$ cat src/rtl/matrix_result_streamer.sv
// Captures the 5x5 multiplier result matrix on start and streams its elements
// row-major over a valid/ready handshake, tagging each with its row/column.
module matrix_result_streamer #(
  parameter  int DIM    = 5,
  parameter  int ELEM_W = 8,
  localparam int FLAT_W = DIM * DIM * ELEM_W,
  localparam int IDX_W  = $clog2(DIM),
  localparam int CNT_W  = $clog2(DIM * DIM)
) (
  input  logic                     clk,
  input  logic                     rst_n,
  input  logic                     start,
  input  logic [FLAT_W-1:0]        c_flat,
  input  logic                     overflow_in,
  input  logic                     out_ready,
  output logic                     out_valid,
  output logic signed [ELEM_W-1:0] out_data,
  output logic [IDX_W-1:0]         out_row,
  output logic [IDX_W-1:0]         out_col,
  output logic                     out_last,
  output logic                     busy,
  output logic                     done,
  output logic                     ovf_latched
);

  localparam logic [CNT_W-1:0] LAST_K  = CNT_W'(DIM * DIM - 1);
  localparam logic [IDX_W-1:0] COL_MAX = IDX_W'(DIM - 1);

  typedef enum logic [1:0] {
    S_IDLE   = 2'd0,
    S_STREAM = 2'd1,
    S_DONE   = 2'd2
  } state_t;

  state_t             state;
  logic [CNT_W-1:0]   cnt;
  logic [IDX_W-1:0]   row;
  logic [IDX_W-1:0]   col;
  logic [FLAT_W-1:0]  cap;
  logic               ovf_q;

  function automatic logic signed [ELEM_W-1:0] elem_at(
    input logic [FLAT_W-1:0] m,
    input logic [CNT_W-1:0]  k
  );
    return $signed(m[int'(k) * ELEM_W +: ELEM_W]);
  endfunction

  // Row/column are tracked as separate counters so no divider is needed.
  always_ff @(posedge clk) begin
    if (!rst_n) begin
      state <= S_IDLE;
      cnt   <= '0;
      row   <= '0;
      col   <= '0;
      cap   <= '0;
      ovf_q <= 1'b0;
    end else begin
      unique case (state)
        S_IDLE: begin
          if (start) begin
            cap   <= c_flat;
            ovf_q <= overflow_in;
            cnt   <= '0;
            row   <= '0;
            col   <= '0;
            state <= S_STREAM;
          end
        end
        S_STREAM: begin
          if (out_ready) begin
            if (cnt == LAST_K) begin
              state <= S_DONE;
            end else begin
              cnt <= cnt + 1'b1;
              if (col == COL_MAX) begin
                col <= '0;
                row <= row + 1'b1;
              end else begin
                col <= col + 1'b1;
              end
            end
          end
        end
        S_DONE:  state <= S_IDLE;
        default: state <= S_IDLE;
      endcase
    end
  end

  // Element fields are forced to zero outside STREAM so idle outputs are clean.
  assign out_valid   = (state == S_STREAM);
  assign out_data    = out_valid ? elem_at(cap, cnt) : '0;
  assign out_row     = out_valid ? row : '0;
  assign out_col     = out_valid ? col : '0;
  assign out_last    = out_valid && (cnt == LAST_K);
  assign busy        = (state != S_IDLE);
  assign done        = (state == S_DONE);
  assign ovf_latched = ovf_q;

endmodule

$ cat config.mk
export PLATFORM = sky130hd
export DESIGN_NAME = matrix_result_streamer
export DESIGN_NICKNAME = d
export VERILOG_FILES = /design/src/rtl/matrix_result_streamer.sv
export SDC_FILE = /design/constraint.sdc
export NUM_CORES = 1
export LEC_CHECK = 0
export BUFFER_PORTS_ARGS = -buffer_cell sky130_fd_sc_hd__buf_2
export CAP_MARGIN = 40
export CORE_MARGIN = 8
export CORE_UTILIZATION = 40
export CTS_BUF_LIST = sky130_fd_sc_hd__clkbuf_8 sky130_fd_sc_hd__clkbuf_16
export DETAILED_ROUTE_END_ITERATION = 8
export GPL_ROUTABILITY_DRIVEN = 0
export PLACE_DENSITY = 0.72
export SKIP_CTS_REPAIR_TIMING = 1
export SYNTH_ARGS = -nofsm -noshare
export SYNTH_HDL_FRONTEND = slang
export SYNTH_SLANG_ARGS = --single-unit
export TNS_END_PERCENT = 1
$ cat constraint.sdc
create_clock -name clk -period 4.45 [get_ports clk]
set_input_delay 0.89 -clock clk [delete_from_list [all_inputs] [get_ports clk]]
set_output_delay 0.89 -clock clk [all_outputs]
set_load 0.02 [all_outputs]
==> flow_metrics.tcl, run 1 <==
set metrics [dict create \
    cp_max_fo 36 \
    vias_per_cell 5.229 \
    diodes 0 \
    place_area_um2 10490 \
    r2r_cells 8 \
    clock_skew_ns 0.01525 \
    tritoncts "built" \
    crit_chain "mux4_1 -> mux4_2 -> o22a_1 -> buf_2" \
    synthTopCellsByCount "nand2_1 (415), a21oi_1 (217), dfxtp_1 (214), clkbuf_1 (61), mux2i_1 (43)" \
    postRouteAntennaNets 0 \
    grt_antenna_before_repair 0 \
    cp.required_ns 3.56 \
    fin_hold_ws_ns 0.4512 \
    slew_violations 0 \
    synth_top_area_share_pct 46.41 \
    vias 8392 \
    synth_area_um2 9230 \
    hpwl_um 20840 \
    ys_warn_count 0 \
    p_clk_share_pct 42.4 \
    synth_adder_area_share_pct 0.6778 \
    synth_ff_type "dfxtp_1" \
    cpMaxStageDelayCell "dfxtp_2" \
    final_cells 1605 \
    r2r_slack_ns 1.74 \
    p_switching_mw 1.107 \
    p_int_mw 3.350 \
    min_from "ovf_latched" \
    dp_slack_ns 1.121 \
    hold_viol_final 0 \
    rows 55 \
    status "finished clean" \
    cts_made_buffers 23 \
    synth.most_common_cell "nand2_1" \
    place_inst 1564 \
    start_util_pct 40.77 \
    synth_edf_count 0 \
    grtUsageTotal_pct 19.13 \
    crit_type "register to output port" \
    leakagePower_nw 4.406 \
    period_needed_ns 3.844 \
    synth_cell_types 44 \
    yosysSeqAreaShare_pct 46.41 \
    worst_slew_pin_slew_ns 0.8605 \
    grt_pass1_wl_um 43840 \
    remaining_drc_errors 0 \
    ir_worst_vdd_mv 0.2570 \
    synthMuxAreaShare_pct 11.37 \
    slowest_delay_ns 0.89 \
    slew_headroom_pct 42.64 \
    r2r_end "cnt[0]" \
    drt_pass1_iterations 5 \
    period_share_pct 86.39 \
    cts_root_buffer "clkbuf_16" \
    clk_pin_slew_ns 0.06 \
    startpoint_type "register" \
    floorplan.die.height_um 167.9 \
    fin_nets 1514 \
    crit_path_end_kind "output port" \
    dieArea_um2 28190 \
    io_pins 224 \
    clock.fmax_mhz 260.1 \
    worst_slack_ns 0.6056 \
    clock-sinks 214 \
    finalCoreUtilization_pct 49.65 \
    power_frac_comb_pct 10.6 \
    grt_max_degree 111 \
    fin_total_pwr_mw 4.457 \
    post_drt_wl_per_cell_um 17.52 \
    synth_nets 1348 \
    clock_path_buffers 3 \
    cp_num_buf_inv 1 \
    swShare_pct 24.84 \
    rsz0062_at_grt "false" \
    wirelength_um 28120 \
    worst_skew_pair.late_latency_ns 0.51 \
    portBuffers 223 \
    drt_iter0_drc 711 \
    min_path_type "register to register" \
    yosys.area_share.simple_pct 19.86 \
    crit-reg2reg-launch "cnt[0]" \
    critPathTopFamily "multiplexers" \
    synth_area_leader_cell "dfxtp_1" \
    grt_pass1_vias 8131 \
    timing.setup.tns_ns 0 \
    synthToLayoutAreaGrowth_pct 21.78 \
    async_flop_share_pct 0 \
    cap_violations 0 \
    power_density_nw_per_um2 396.5 \
    synth_top_family_by_area "simple AND/OR/NAND/NOR gates" \
    arrival_ns 2.95 \
    core_um2 22640 \
    min_delay_worst_endpoint "ovf_latched" \
    final_cell_area_um2 11240 \
    die_w_um 167.9 \
    synth_compound_area_share_pct 16.48 \
    ys_ff_latch 214 \
    cts_max_level 1 \
    synth.avg_cell_area_um2 8.111 \
    synthCells 1138 \
    synth_area_leaders "dfxtp_1 (46%), nand2_1 (17%), a21oi_1 (12%)" \
    synth-xor-area-share_pct 0.2847 \
    holdPathStages 2 \
    seq_power_share_pct 47.0 \
    layout-drive-gt1-share_pct 22.65 \
    setup_viol 0 \
    gr-total-overflow 0 \
]
power groups by stage:
stage / sequential [mW] / clock, mW / combinational [mW]
6_report: 2.10 / 1.89 / 0.473
5_1_grt: 2.11 / 2.01 / 0.526
3_3_place_gp: 2.14 / 0 / 0.449
4_1_cts: 2.10 / 1.91 / 0.474
2_1_floorplan: 2.10 / 0 / 0.301
3_5_place_dp: 2.14 / 0 / 0.473
flip-flops by register name, summed over array words and instances (netlist names):
register / count
col: 3
ovf_latched: 1
cnt: 5
row: 3
state: 2
cap: 200
routing by layer:
layer / share of wire [%] / global-route usage [%] / up-vias
met1: 44 / 25.41 / 3853
met5: 0 / 0 / -
met3: 7.7 / 4.514 / 42
met4: 2.5 / 4.852 / 0
li1: - / - / 4173
met2: 46 / 30.83 / 324
kinds of logic (layout without fill, tap and decap cells):
family	count (synthesis)	in the layout
xor gates and xnor gates	3	3
muxes	70	70
and+or+nand+nor	458	458
buffers and inverters	107	289
adders and majority gates	5	5
DFF	214	214
AOI/OAI and AO/OA	281	281
cells in the final DEF (no fill, tap or decap), types with 3 or more instances in the layout:
cell,instances
inv_1,21
mux4_2,24
or3_1,3
o21ai_0,4
clkbuf_8,4
a22oi_1,14
dfxtp_2,3
buf_4,4
o21ai_1,9
buf_2,223
mux4_1,3
buf_16,3
o22ai_1,8
a31oi_1,8
a21oi_1,217
dfxtp_1,211
and2_1,5
nor2_1,12
clkinv_2,3
clkbuf_16,23
a211oi_1,14
buf_12,3
mux2i_1,43
nand2_1,415
nor2b_1,5
ha_1,5
nand4b_1,3
worst reg2reg max path: stages, from the launching register on:
cell and delay, ns:
dfxtp_2 0.63, buf_16 0.23, buf_4 0.30, inv_1 0.14
ha_1 0.21, nand4b_1 0.26, o22ai_1 0.29, or3b_1 0.44
a21oi_1 0.13
area by class of cell:
| cell class | instances | area [um2] |
|---|---|---|
| inverter | 15 | 61.31 |
| tap | 285 | 356.6 |
| clock inverter | 14 | 120.1 |
| clock buffer | 27 | 630.6 |
| timing repair buffer | 233 | 1289 |
| fill | 2170 | 11400 |
| sequential | 214 | 4288 |
| multi-input combinational | 817 | 4496 |
how the worst max path moves through the flow:
stage | endpoint | cells past startpoint | slack (ns) | startpoint
global placement | out_data[0] | 6 | 1.15 | cnt[0]
global route | out_data[6] | 4 | 0.51 | cnt[1]
CTS | out_data[6] | 4 | 0.58 | cnt[1]
floorplan | out_data[0] | 6 | 1.66 | cnt[0]
detailed placement | out_data[6] | 4 | 1.12 | cnt[1]
finish | out_data[6] | 4 | 0.61 | cnt[1]
No activity file was read; power rests on OpenSTA's default activity.
==> run 2: changes to the inputs <==
clock period = 3.9 ns   (was 4.45 ns; I/O delays follow)
==> run 2 against run 1 <==
Routed wire length is 1.0% higher. Global-route usage increased by 0.17 points. Sequential share of layout area is essentially flat. Power grew 17%. Critical path depth up 1. Clock skew down 0.0094 ns. Via count grew 0.13%. Clock power rose by 21%. Worst hold slack gained 0.00062 ns. Highest routed layer unchanged. Sequential power increased by 14%. Setup slack worse by 0.41 ns.
==> flow_metrics.tcl, run 2 (synthesis results as in run 1) <==
set metrics [dict create \
    clock_skew_ns 0.005818 \
    wirelength_um 28400 \
    die_w_um 167.9 \
    drt_iter0_drc 770 \
    tritoncts "built" \
    crit_type "register to output port" \
    dieArea_um2 28190 \
    grt_pass1_wl_um 44130 \
    drt_pass1_iterations 5 \
    clock-sinks 214 \
    final_cell_mix "nand2_1 (415), buf_2 (223), a21oi_1 (217)" \
    slowest_delay_ns 0.91 \
    grt_max_degree 92 \
    portBuffers 223 \
    hpwl_um 21050 \
    fin_nets 1515 \
    fin_total_pwr_mw 5.219 \
    r2r_cells 6 \
    io_pins 224 \
    period_share_pct 95.00 \
    final_cells 1606 \
    ir_worst_vdd_mv 0.2492 \
    crit_chain "nand3_1 -> o22ai_1 -> a211oi_1 -> a211oi_1 -> buf_2" \
    final_common_cell "nand2_1" \
    place_inst 1565 \
    min_path_type "register to register" \
    cts_root_buffer "clkbuf_16" \
    floorplan.die.height_um 167.9 \
    vias_per_cell 5.232 \
    r2r_end "row[2]" \
    slew_headroom_pct 41.14 \
    startpoint_type "register" \
    cp.depth 5 \
    rows 55 \
    cap_violations 0 \
    setup_viol 0 \
    postRouteAntennaNets 0 \
    diodes 0 \
    worst_slew_pin_slew_ns 0.8828 \
    top_register "cap" \
    vias 8403 \
    timing.setup.tns_ns 0 \
    post_drt_wl_per_cell_um 17.68 \
    final_cell_area_um2 11250 \
    place_area_um2 10450 \
    reg.largest.list "cap: 200 flops, cnt: 5 flops" \
    period_needed_ns 3.705 \
    path_common_cell "a211oi_1" \
    hold_viol_final 0 \
    remaining_drc_errors 0 \
    synthToLayoutAreaGrowth_pct 21.85 \
    grt_antenna_before_repair 0 \
    crit-reg2reg-launch "cnt[0]" \
    clk_pin_slew_ns 0.06 \
    critPathLaunch "cnt[2]" \
    crit_path_end_kind "output port" \
    cpMaxStageDelayCell "dfxtp_2" \
    status "finished clean" \
    dp_slack_ns 0.7873 \
    clock.fmax_mhz 269.9 \
    cp_max_fo 33 \
    critPathTopFamily "flip-flops" \
    worst_slack_ns 0.1951 \
    cts_max_level 1 \
    r2r_slack_ns 1.31 \
    cts_made_buffers 23 \
    grtUsageTotal_pct 19.30 \
    arrival_ns 2.92 \
    rsz0062_at_grt "false" \
    layout-drive-gt1-share_pct 23.09 \
    gr-total-overflow 0 \
    cp_num_buf_inv 1 \
    start_util_pct 40.77 \
    worst_skew_pair.late_latency_ns 0.52 \
    power_density_nw_per_um2 464.1 \
    grt_pass1_vias 8229 \
    largest_register_ffs 200 \
    clock_path_buffers 3 \
    endpoint "out_data[7]" \
    slew_violations 0 \
    core_um2 22640 \
    leakagePower_nw 4.399 \
    cp.required_ns 3.12 \
]
run 2: cell types whose count changed in the layout (fill, tap and decap cells not counted), sizes merged:
cell	previous run	this run
bufinv	2	3
clkinv	3	4
buf	233	234
inv	23	21
run 2: worst min path at each step:
| stage | end | depth (start not counted) | slack, ns | start |
|---|---|---|---|---|
| floorplan | cap[22] | 2 | 0.43 | cap[22] |
| global placement | cap[133] | 2 | 0.44 | cap[133] |
| detailed placement | cap[142] | 2 | 0.44 | cap[142] |
| CTS | cap[142] | 2 | 0.45 | cap[142] |
| global route | cap[52] | 2 | 0.47 | cap[52] |
| finish | cap[142] | 2 | 0.45 | cap[142] |
run 2: routing by layer:
metal | global-route usage (%) | vias up | part of all wire, %
met1 | 26.00 | 3855 | 44
met2 | 30.39 | 328 | 45
met3 | 4.701 | 47 | 8.1
met5 | 0 | - | 0
li1 | - | 4173 | -
met4 | 5.241 | 0 | 2.5
run 2: area by class of cell:
type                            count  area (um2)
Inverter                           15       61.31
Clock inverter                     14       166.4
Multi-Input combinational cell    817        4496
Fill cell                        2107       11390
Timing Repair Buffer              234        1249
Clock buffer                       27       630.6
Sequential cell                   214        4288
Tap cell                          285       356.6
run 2: report_power, final:
part	switching, mW	leakage, nW	internal (mW)
Clock	0.927	0.401	1.37
Sequential	0.0870	1.76	2.31
Combinational	0.306	2.24	0.225
run 2: tightest hold or removal path, delay by kind of cell (launching register included):
| family | cells | cell delay, ns |
|---|---|---|
| and+or+nand+nor | 1 | 0.05 |
| DFF | 1 | 0.30 |
| AOI/OAI and AO/OA | 1 | 0.05 |
run 2: per-stage QoR:
stage                     hold WS [ns]  utilization (%)
after floorplan                 0.4315                -
after global placement          0.4423            46.16
after detailed placement        0.4434            46.16
after CTS                       0.4516            49.68
after global routing            0.4714            49.68
final                           0.4518            49.68
==> run 3: changes to the inputs <==
ABC_AREA = 1   (was unset)
CAP_MARGIN = 0   (was 40)
PLACE_DENSITY = 0.71   (was 0.72)
==> run 3 against run 2 <==
Die area increased by 6.9%. First-iteration DRC count grew 19%. Clock power down 3%. Largest power group unchanged.
==> flow_metrics.tcl, run 3 <==
set metrics [dict create \
    grt_antenna_before_repair 2 \
    power_density_nw_per_um2 472.8 \
    grt_pass1_vias 9271 \
    cap_violations 0 \
    fin_hold_ws_ns 0.4507 \
    slew_violations 0 \
    synth_nets 1682 \
    status "finished clean" \
    hpwl_um 22620 \
    startpoint_type "register" \
    die_w_um 173.6 \
    cts_root_buffer "clkbuf_16" \
    fin_nets 1836 \
    cts_made_buffers 23 \
    final_cell_mix "nand2_1 (263), nor2_1 (258), buf_2 (222)" \
    place_area_um2 11030 \
    gr-total-overflow 0 \
    clock_path_buffers 3 \
    floorplan.die.height_um 173.6 \
    wirelength_um 30810 \
    fin_total_pwr_mw 5.585 \
    dieArea_um2 30140 \
    cp.required_ns 3.12 \
    cp_max_fo 21 \
    hold_viol_final 0 \
    ir_worst_vdd_mv 0.2157 \
    grt_max_degree 169 \
    postRouteAntennaNets 0 \
    ys_warn_count 0 \
    portBuffers 223 \
    synth_ff_type "dfxtp_1" \
    rows 57 \
    start_util_pct 40.74 \
    drt_pass1_iterations 5 \
    io_pins 224 \
    synth.avg_cell_area_um2 6.750 \
    synthTopCellsByCount "nand2_1 (263), nor2_1 (258), dfxtp_1 (214), o21ai_0 (151), a21oi_1 (135)" \
    tritoncts "built" \
    worst_slack_ns 0.3600 \
    final_cell_area_um2 11810 \
    synth.most_common_cell "nand2_1" \
    min_path_type "register to register" \
    clock-sinks 214 \
    synth_area_leader_cell "dfxtp_1" \
    post_drt_wl_per_cell_um 15.67 \
    period_needed_ns 3.540 \
    crit_type "register to output port" \
    core_um2 24390 \
    final_common_cell "nand2_1" \
    final_cells 1966 \
    diodes 0 \
    finalCoreUtilization_pct 48.43 \
    clk_pin_slew_ns 0.06 \
    dp_slack_ns 0.9480 \
    largest_register_ffs 200 \
    drt_iter0_drc 920 \
    vias_per_cell 4.994 \
    clock_skew_ns 0.01035 \
    synth_edf_count 0 \
    rsz0062_at_grt "false" \
    vias 9818 \
    reg.largest.list "cap: 200 flops, cnt: 5 flops" \
    synthToLayoutAreaGrowth_pct 18.88 \
    async_flop_share_pct 0 \
    clock.fmax_mhz 282.5 \
    top_register "cap" \
    synth_cell_types 31 \
    grt_pass1_wl_um 48450 \
    synth_area_um2 9936 \
    worst_slew_pin_slew_ns 1.024 \
    ys_ff_latch 214 \
    setup_viol 0 \
    fillCellCount 2551 \
    grtUsageTotal_pct 19.51 \
    worst_skew_pair.late_latency_ns 0.50 \
    layout-drive-gt1-share_pct 18.27 \
    timing.setup.tns_ns 0 \
    remaining_drc_errors 0 \
    yosysSeqAreaShare_pct 43.12 \
    synth_top_area_share_pct 43.12 \
    arrival_ns 2.76 \
    slew_headroom_pct 31.67 \
    cts_max_level 1 \
    period_share_pct 90.77 \
    synth_area_leaders "dfxtp_1 (43%), nand2_1 (9.9%), nor2_1 (9.7%)" \
    crit_path_end_kind "output port" \
    place_inst 1925 \
    leakagePower_nw 5.394 \
    synthCells 1472 \
]
[run 3: cell types whose count changed in the layout (fill, tap and decap cells not counted), sizes merged, moves of 27 or more]
cell   change
a21oi     -82
inv      +121
mux2i     -43
mux4      -27
nand2    -149
nand3    +117
nor2     +247
o21ai    +191
[run 3: path summary, 6_finish.rpt]
check	start	to	slack, ns	cells past startpoint
max reg2reg	state[0]	cap[3]	1.70	6
min	cap[30]	cap[30]	0.45	2
min reg2reg	cap[30]	cap[30]	0.45	2
max	cnt[2]	out_data[1]	0.36	7
[run 3: critical path: stages (launching register included)]
cell,delay [ns]
dfxtp_1,0.99
inv_2,0.37
nand3_1,0.19
nand3_1,0.12
nand2_1,0.09
nand2_1,0.06
nor2_1,0.21
buf_2,0.22
[run 3: cells by family after synthesis]
logic type,count (synthesis),synth area share [%]
buffers and inverters,253,11.48
adder cells (fa/ha/maj),5,0.6296
flip-flops,214,43.12
AO/OA/AOI/OAI,350,18.00
XOR/XNOR,3,0.2645
AND/OR/NAND/NOR,647,26.51
[run 3: per-layer routing]
layer | GRT usage (%) | vias to the layer above | share of wire, %
met5 | 0 | - | 0.055
li1 | - | 5009 | -
met2 | 30.13 | 344 | 44
met3 | 4.640 | 45 | 7.9
met1 | 26.99 | 4416 | 46
met4 | 4.667 | 4 | 2.3
[run 3: report_power, final]
group	switching [mW]	internal (mW)	leakage, nW
Sequential	0.0846	2.37	1.77
Clock	0.886	1.34	0.390
Combinational	0.578	0.318	3.23
Total	1.55	4.04	5.39
[run 3: area by class of cell]
type,instances,area (um2),share of cell area [%]
clock buffers,30,671.9,5.689
clock inverters,11,113.9,0.9640
inverters,144,544.3,4.608
multi-input cells,1005,4518,38.25
flip-flops and latches,214,4289,36.31
well taps,324,405.4,3.432
repair buffers,238,1269,10.74
